--- config.mk ---
export PLATFORM = sky130hd
export DESIGN_NAME = norm_check_scan
export DESIGN_NICKNAME = d
export VERILOG_FILES = /design/src/rtl/abr_params_pkg.sv /design/src/rtl/norm_check_defines_pkg.sv /design/src/rtl/norm_check_scan_pkg.sv /design/src/rtl/norm_check.sv /design/src/rtl/norm_check_scan.sv
export SDC_FILE = /design/constraint.sdc
export NUM_CORES = 1
export LEC_CHECK = 0
export CORE_MARGIN = 4
export CORE_UTILIZATION = 43
export CTS_CLUSTER_SIZE = 8
export DETAILED_ROUTE_END_ITERATION = 6
export PLACE_DENSITY = 0.78
export SLEW_MARGIN = 20
export SYNTH_ARGS = -nofsm -noshare
export SYNTH_HDL_FRONTEND = slang
export SYNTH_SLANG_ARGS = --single-unit
--- constraint.sdc ---
create_clock -name clk -period 3.25 [get_ports clk]
set_input_delay 0.65 -clock clk [delete_from_list [all_inputs] [get_ports clk]]
set_output_delay 0.65 -clock clk [all_outputs]
set_load 0.05 [all_outputs]
--- src/rtl/abr_params_pkg.sv ---
// ML-DSA arithmetic constants shared by the Adams Bridge datapath blocks.
package abr_params_pkg;

    localparam int REG_SIZE     = 24;
    localparam int Q            = 8380417;
    localparam int GAMMA1       = 524288;
    localparam int BETA         = 120;
    localparam int MLDSA_GAMMA2 = (Q - 1) / 32;

endpackage

--- src/rtl/norm_check_defines_pkg.sv ---
// Types and geometry shared between norm_check and the polynomial scanner.
package norm_check_defines_pkg;

    typedef enum logic [1:0] {
        Z_BOUND   = 2'b00,
        R0_BOUND  = 2'b01,
        CT0_BOUND = 2'b10
    } chk_norm_mode_t;

    localparam int COEFF_PER_WORD = 4;
    localparam int WORDS_PER_POLY = 64;

endpackage

--- src/rtl/norm_check_scan_pkg.sv ---
// Scanner-local sizing and FSM state encoding.
package norm_check_scan_pkg;

    localparam int MEM_ADDR_WIDTH = 15;
    localparam int MAX_POLY       = 8;
    localparam int CNT_W          = $clog2(MAX_POLY * norm_check_defines_pkg::WORDS_PER_POLY + 1);

    typedef enum logic [1:0] {
        ST_IDLE  = 2'b00,
        ST_READ  = 2'b01,
        ST_DRAIN = 2'b10,
        ST_DONE  = 2'b11
    } scan_state_e;

endpackage

--- src/rtl/norm_check.sv ---
// One-coefficient infinity-norm check: flags c whose centred magnitude
// reaches the selected bound, i.e. bound <= c <= Q - bound.
module norm_check
    import abr_params_pkg::*;
    import norm_check_defines_pkg::*;
(
    input  logic                  enable,
    input  chk_norm_mode_t        mode,
    input  logic [REG_SIZE-2:0]   opa,
    output logic                  invalid
);

    localparam logic [REG_SIZE-2:0] Q_W = (REG_SIZE-1)'(Q);

    logic [REG_SIZE-2:0] bound_s;

    // Unencoded modes fall to a zero bound so every coefficient is rejected.
    always_comb begin
        case (mode)
            Z_BOUND:   bound_s = (REG_SIZE-1)'(GAMMA1 - BETA);
            R0_BOUND:  bound_s = (REG_SIZE-1)'(MLDSA_GAMMA2 - BETA);
            CT0_BOUND: bound_s = (REG_SIZE-1)'(MLDSA_GAMMA2);
            default:   bound_s = '0;
        endcase
    end

    assign invalid = enable && (opa >= bound_s) && (opa <= (Q_W - bound_s));

endmodule

--- src/rtl/norm_check_scan.sv ---
// Streams whole polynomials through four norm_check lanes and folds the
// lane verdicts into one sticky invalid flag; run length depends only on num_poly.
module norm_check_scan
    import abr_params_pkg::*;
    import norm_check_defines_pkg::*;
    import norm_check_scan_pkg::*;
(
    input  logic                               clk,
    input  logic                               reset,
    input  logic                               zeroize,
    input  logic                               start,
    input  chk_norm_mode_t                     mode,
    input  logic [MEM_ADDR_WIDTH-1:0]          mem_base_addr,
    input  logic [3:0]                         num_poly,
    output logic                               mem_rd_en,
    output logic [MEM_ADDR_WIDTH-1:0]          mem_rd_addr,
    input  logic [COEFF_PER_WORD*REG_SIZE-1:0] mem_rd_data,
    output logic                               busy,
    output logic                               done,
    output logic                               invalid
);

    scan_state_e                state_q;
    chk_norm_mode_t             mode_q;
    logic [MEM_ADDR_WIDTH-1:0]  addr_q;
    logic [CNT_W-1:0]           n_q;
    logic [CNT_W-1:0]           cnt_q;
    logic                       drain_q;
    logic                       rd_en_q;
    logic                       busy_q;
    logic                       done_q;
    logic                       rd_vld_q;
    logic                       lane_or_q;
    logic                       invalid_q;

    logic [3:0]                 np_d;
    logic [CNT_W-1:0]           n_d;
    logic                       start_acc_d;
    logic                       lane_or_d;
    logic [COEFF_PER_WORD-1:0]  lane_inv_s;
    logic [COEFF_PER_WORD-1:0]  unused_msb_s;

    // Request decode: clamp the polynomial count and qualify start by IDLE.
    always_comb begin
        np_d        = (num_poly > 4'(MAX_POLY)) ? 4'(MAX_POLY) : num_poly;
        n_d         = CNT_W'(np_d) * CNT_W'(WORDS_PER_POLY);
        start_acc_d = start && (state_q == ST_IDLE);
        lane_or_d   = |lane_inv_s;
    end

    // Scan sequencer: fixed-length read burst, two drain cycles, done pulse.
    always_ff @(posedge clk) begin
        if (reset || zeroize) begin
            state_q <= ST_IDLE;
            mode_q  <= Z_BOUND;
            addr_q  <= '0;
            n_q     <= '0;
            cnt_q   <= '0;
            drain_q <= 1'b0;
            rd_en_q <= 1'b0;
            busy_q  <= 1'b0;
            done_q  <= 1'b0;
        end else begin
            done_q <= 1'b0;
            case (state_q)
                ST_IDLE: begin
                    if (start_acc_d) begin
                        mode_q <= mode;
                        addr_q <= mem_base_addr;
                        n_q    <= n_d;
                        cnt_q  <= '0;
                        busy_q <= 1'b1;
                        if (n_d == '0) begin
                            state_q <= ST_DONE;
                            done_q  <= 1'b1;
                        end else begin
                            state_q <= ST_READ;
                            rd_en_q <= 1'b1;
                        end
                    end else begin
                        state_q <= ST_IDLE;
                    end
                end
                ST_READ: begin
                    if (cnt_q == (n_q - CNT_W'(1))) begin
                        rd_en_q <= 1'b0;
                        drain_q <= 1'b0;
                        state_q <= ST_DRAIN;
                    end else begin
                        cnt_q  <= cnt_q + CNT_W'(1);
                        addr_q <= addr_q + MEM_ADDR_WIDTH'(1);
                    end
                end
                ST_DRAIN: begin
                    if (drain_q) begin
                        state_q <= ST_DONE;
                        done_q  <= 1'b1;
                    end else begin
                        drain_q <= 1'b1;
                    end
                end
                ST_DONE: begin
                    busy_q  <= 1'b0;
                    state_q <= ST_IDLE;
                end
                default: begin
                    state_q <= ST_IDLE;
                    rd_en_q <= 1'b0;
                    busy_q  <= 1'b0;
                end
            endcase
        end
    end

    for (genvar i = 0; i < COEFF_PER_WORD; i++) begin : g_lane
        norm_check u_norm_check (
            .enable  (rd_vld_q),
            .mode    (mode_q),
            .opa     (mem_rd_data[i*REG_SIZE +: REG_SIZE-1]),
            .invalid (lane_inv_s[i])
        );
        assign unused_msb_s[i] = mem_rd_data[i*REG_SIZE + REG_SIZE-1];
    end

    // Data pipe: read-valid delay, registered lane OR, sticky verdict.
    always_ff @(posedge clk) begin
        if (reset || zeroize) begin
            rd_vld_q  <= 1'b0;
            lane_or_q <= 1'b0;
            invalid_q <= 1'b0;
        end else begin
            rd_vld_q  <= rd_en_q;
            lane_or_q <= lane_or_d;
            if (start_acc_d) begin
                invalid_q <= 1'b0;
            end else begin
                invalid_q <= invalid_q | lane_or_q;
            end
        end
    end

    assign mem_rd_en   = rd_en_q;
    assign mem_rd_addr = addr_q;
    assign busy        = busy_q;
    assign done        = done_q;
    assign invalid     = invalid_q;

endmodule

==> metrics.csv <==
stage,metric,value,unit
place,port-buffer-count,135,
place,dp.cells,806,
job,max_cap_viol_count,0,
route,drt_drc_violations_left,0,
yosys,synth_ff_type,dfxtp_1,
yosys,synth_edf_count,0,
clock_tree,cts_buffer_depth,2,
clock_tree,cts-root-buf,clkbuf_8,
worst_setup_path,path_cells,ha_1 -> nor2_1 -> or2_2 -> inv_1 -> ha_1 -> or4b_2 -> a21oi_1 -> o21ai_0 -> and4b_1 -> o22ai_1 -> a41oi_1,
clock_tree,clk_latency,0.29,ns
timing,final-setup-viol-count,0,
route,wire_per_inst,16.41,microns
yosys,synth_common_cells,"ha_1 (92), a21oi_1 (64), nand2_1 (50)",
yosys,async_flop_share,0,
timing,post-route-period-util,0.9286,
route,wl,13360,microns
global_routing,antenna_found_initial,0,
global_routing,grt_pass1_wl,21280,microns
clock_tree,post_cts_resized,0,
timing,tns,0,ns
worst_setup_path,critPathMaxFanout,12,
floorplan,num_rows,36,
clock_tree,postCtsSetupRepairBufs,0,
global_routing,grt_util_all_layers,0.2188,
cells_and_area,antennaDiodeCount,0,
place,hpwl,10670,microns
floorplan,core,9819,sq um
global_routing,use_met1,0.2580,
global_routing,grt_max_degree,38,
clock_tree,clock-sinks,40,
cells_and_area,syn2layout_area_growth,36.71,%
yosys,ys_warn_count,0,
floorplan,initial_core_util,0.4443,
worst_setup_path,slowest_delay,0.58,ns
cells_and_area,instances_no_fill,814,
floorplan,die_height,108.7,microns
yosys,syn_avg_cell_area,7.976,sq um
cells_and_area,drive_gt1_frac,0.04699,
route,drtIter0Drc,213,
yosys,yosysSeqAreaShare,0.1835,
worst_setup_path,cp_slowest_cell,or4b_2,
timing,period_minus_slack,3.018,ns
cells_and_area,fin_util,0.6074,
power,power,1449,uW
worst_setup_path,cp.arrival,3.17,ns
timing,slew_violations,0,
timing,maxSlewHeadroom,0.5061,
clock_tree,tritoncts,done,
floorplan,ioPinCount,140,
floorplan,die_area,11820,sq um
yosys,synth_cells,547,
route,drt-vias-per-instance,5.811,
timing,skew,0.01421,ns
power,powerDensity,242.9,nW/um^2
clock_tree,cts_made_buffers,5,
yosys,synth-seq-cells,40,
worst_setup_path,r2r_setup_slack,0.23,ns
global_routing,grtUsageMet3,0.04144,
floorplan,die_w,108.7,microns
yosys,syn_nets,760,
timing,hold_viol_final,0,
worst_setup_path,cp.required,3.40,ns
route,num_vias,4730,
global_routing,grt_pass1_vias,4617,
status,run_status,completed,
global_routing,use_met2,0.3981,
yosys,synthDistinctLibCells,58,
timing,fmax,331.4,MHz
cells_and_area,fin_nets,893,
worst_setup_path,cp_common_cell,ha_1,
global_routing,grt_remaining_overflow,0,
power,irDropWorstVdd,0.2208,mV
timing,tightest_slew,0.7341,ns
place,globalplace.congestion,0.8688,
worst_setup_path,setup.worst_path.class,flop to flop,
clock_tree,cts_hold_buf,0,
yosys,yosys.area.top_type,ha_1,
timing,rsz0062_at_grt,false,
yosys,synth_most_common_cell,ha_1,
yosys,syn-cell-area,4363,sq um
global_routing,gr-max-usage-layer,met2,
yosys,synth_top_cells_by_area,"ha_1 (26%), dfxtp_1 (18%), a21oi_1 (7.3%)",
clock_tree,htree_num_levels,2,
route,firstDrtPassIters,4,
route,ant_nets,0,
yosys,synth_top_area_frac,0.2638,
worst_setup_path,crit_path_end_kind,flop,
hold_path,hold_class,flop to flop,
worst_setup_path,start_kind,flop,
power,leakagePower,0.002368,uW
clock_tree,clk_pin_slew,0.07,ns
==> worst paths after layout <==
path / cells after the start / startpoint / to
max: 11 / mode_q[0] / lane_or_q
min: 2 / rd_vld_q / lane_or_q
max reg2reg: 11 / mode_q[0] / lane_or_q
min reg2reg: 2 / rd_vld_q / lane_or_q
==> stage by stage <==
stage                     setup WS, ns  instance area (sq um)  hold WS (ns)
after floorplan                 0.2229                   4365        0.4009
after global placement          0.3201                   5857        0.4269
after detailed placement        0.2709                   5857        0.4233
after CTS                       0.2589                   5964        0.4331
after global routing            0.1214                   5964        0.4630
final                           0.2321                   5964        0.4275
==> metal layers <==
metal / wire, microns / part of all wire / up-vias
met5: 0 / 0 / -
li1: - / - / 2363
met2: 6464 / 0.48 / 126
met3: 754 / 0.056 / 26
met4: 333 / 0.025 / 0
met1: 5807 / 0.43 / 2215
==> critical path, delay by kind of cell, from the launching register on <==
kind	cells	cell delay [ns]
AO/OA/AOI/OAI	4	0.59
adder cells (fa/ha/maj)	2	0.38
buffers and inverters	1	0.24
flip-flops	1	0.47
AND/OR/NAND/NOR	4	1.20
==> state kept, by name, indices dropped and copies added (netlist names) <==
signal and flops:
lane_or_q 1, busy 1, cnt_q 10, mem_rd_addr 15
invalid 1, rd_vld_q 1, drain_q 1, state_q 2
done 1, n_q 4, mode_q 2, mem_rd_en 1
==> report_power, final <==
group	total, uW	leakage [uW]	switching [uW]	internal (uW)
Sequential	522	0.000324	17.2	505
Combinational	524	0.00199	266	258
Clock	403	0.0000552	175	228
==> layout make-up <==
class,count,area (sq um)
clock buffer,6,72.57
clock inverter,2,35.03
fill,890,3855
inverter,18,67.56
multi-input combinational,473,3418
sequential,40,800.8
tap,133,166.4
timing repair buffer,142,1404
==> cell families (layout without fill, tap and decap cells) <==
kind of cell | after synthesis | after routing | share of synthesized area
adder cells (fa/ha/maj) | 92 | 92 | 0.2638
AND/OR/NAND/NOR | 208 | 208 | 0.2484
AO/OA/AOI/OAI | 158 | 158 | 0.2363
XOR/XNOR | 12 | 12 | 0.02753
multiplexers | 3 | 3 | 0.006883
flip-flops | 40 | 40 | 0.1835
buffers and inverters | 34 | 168 | 0.03355
==> placed cells by master, fill, tap and decap left out, drive strengths merged, types with 7 or more instances in the layout <==
| cell | n |
|---|---|
| buf | 7 |
| or3 | 7 |
| or2 | 7 |
| inv | 18 |
| nand3 | 25 |
| and3 | 8 |
| nor3 | 22 |
| clkdlybuf4s50 | 135 |
| ha | 92 |
| o32ai | 7 |
| nor2b | 7 |
| nand2 | 50 |
| a21oi | 64 |
| nand4 | 20 |
| a211oi | 17 |
| dfxtp | 40 |
| xnor2 | 7 |
| o21ai | 29 |
| nor2 | 32 |
No activity file was read; power rests on OpenSTA's default activity.
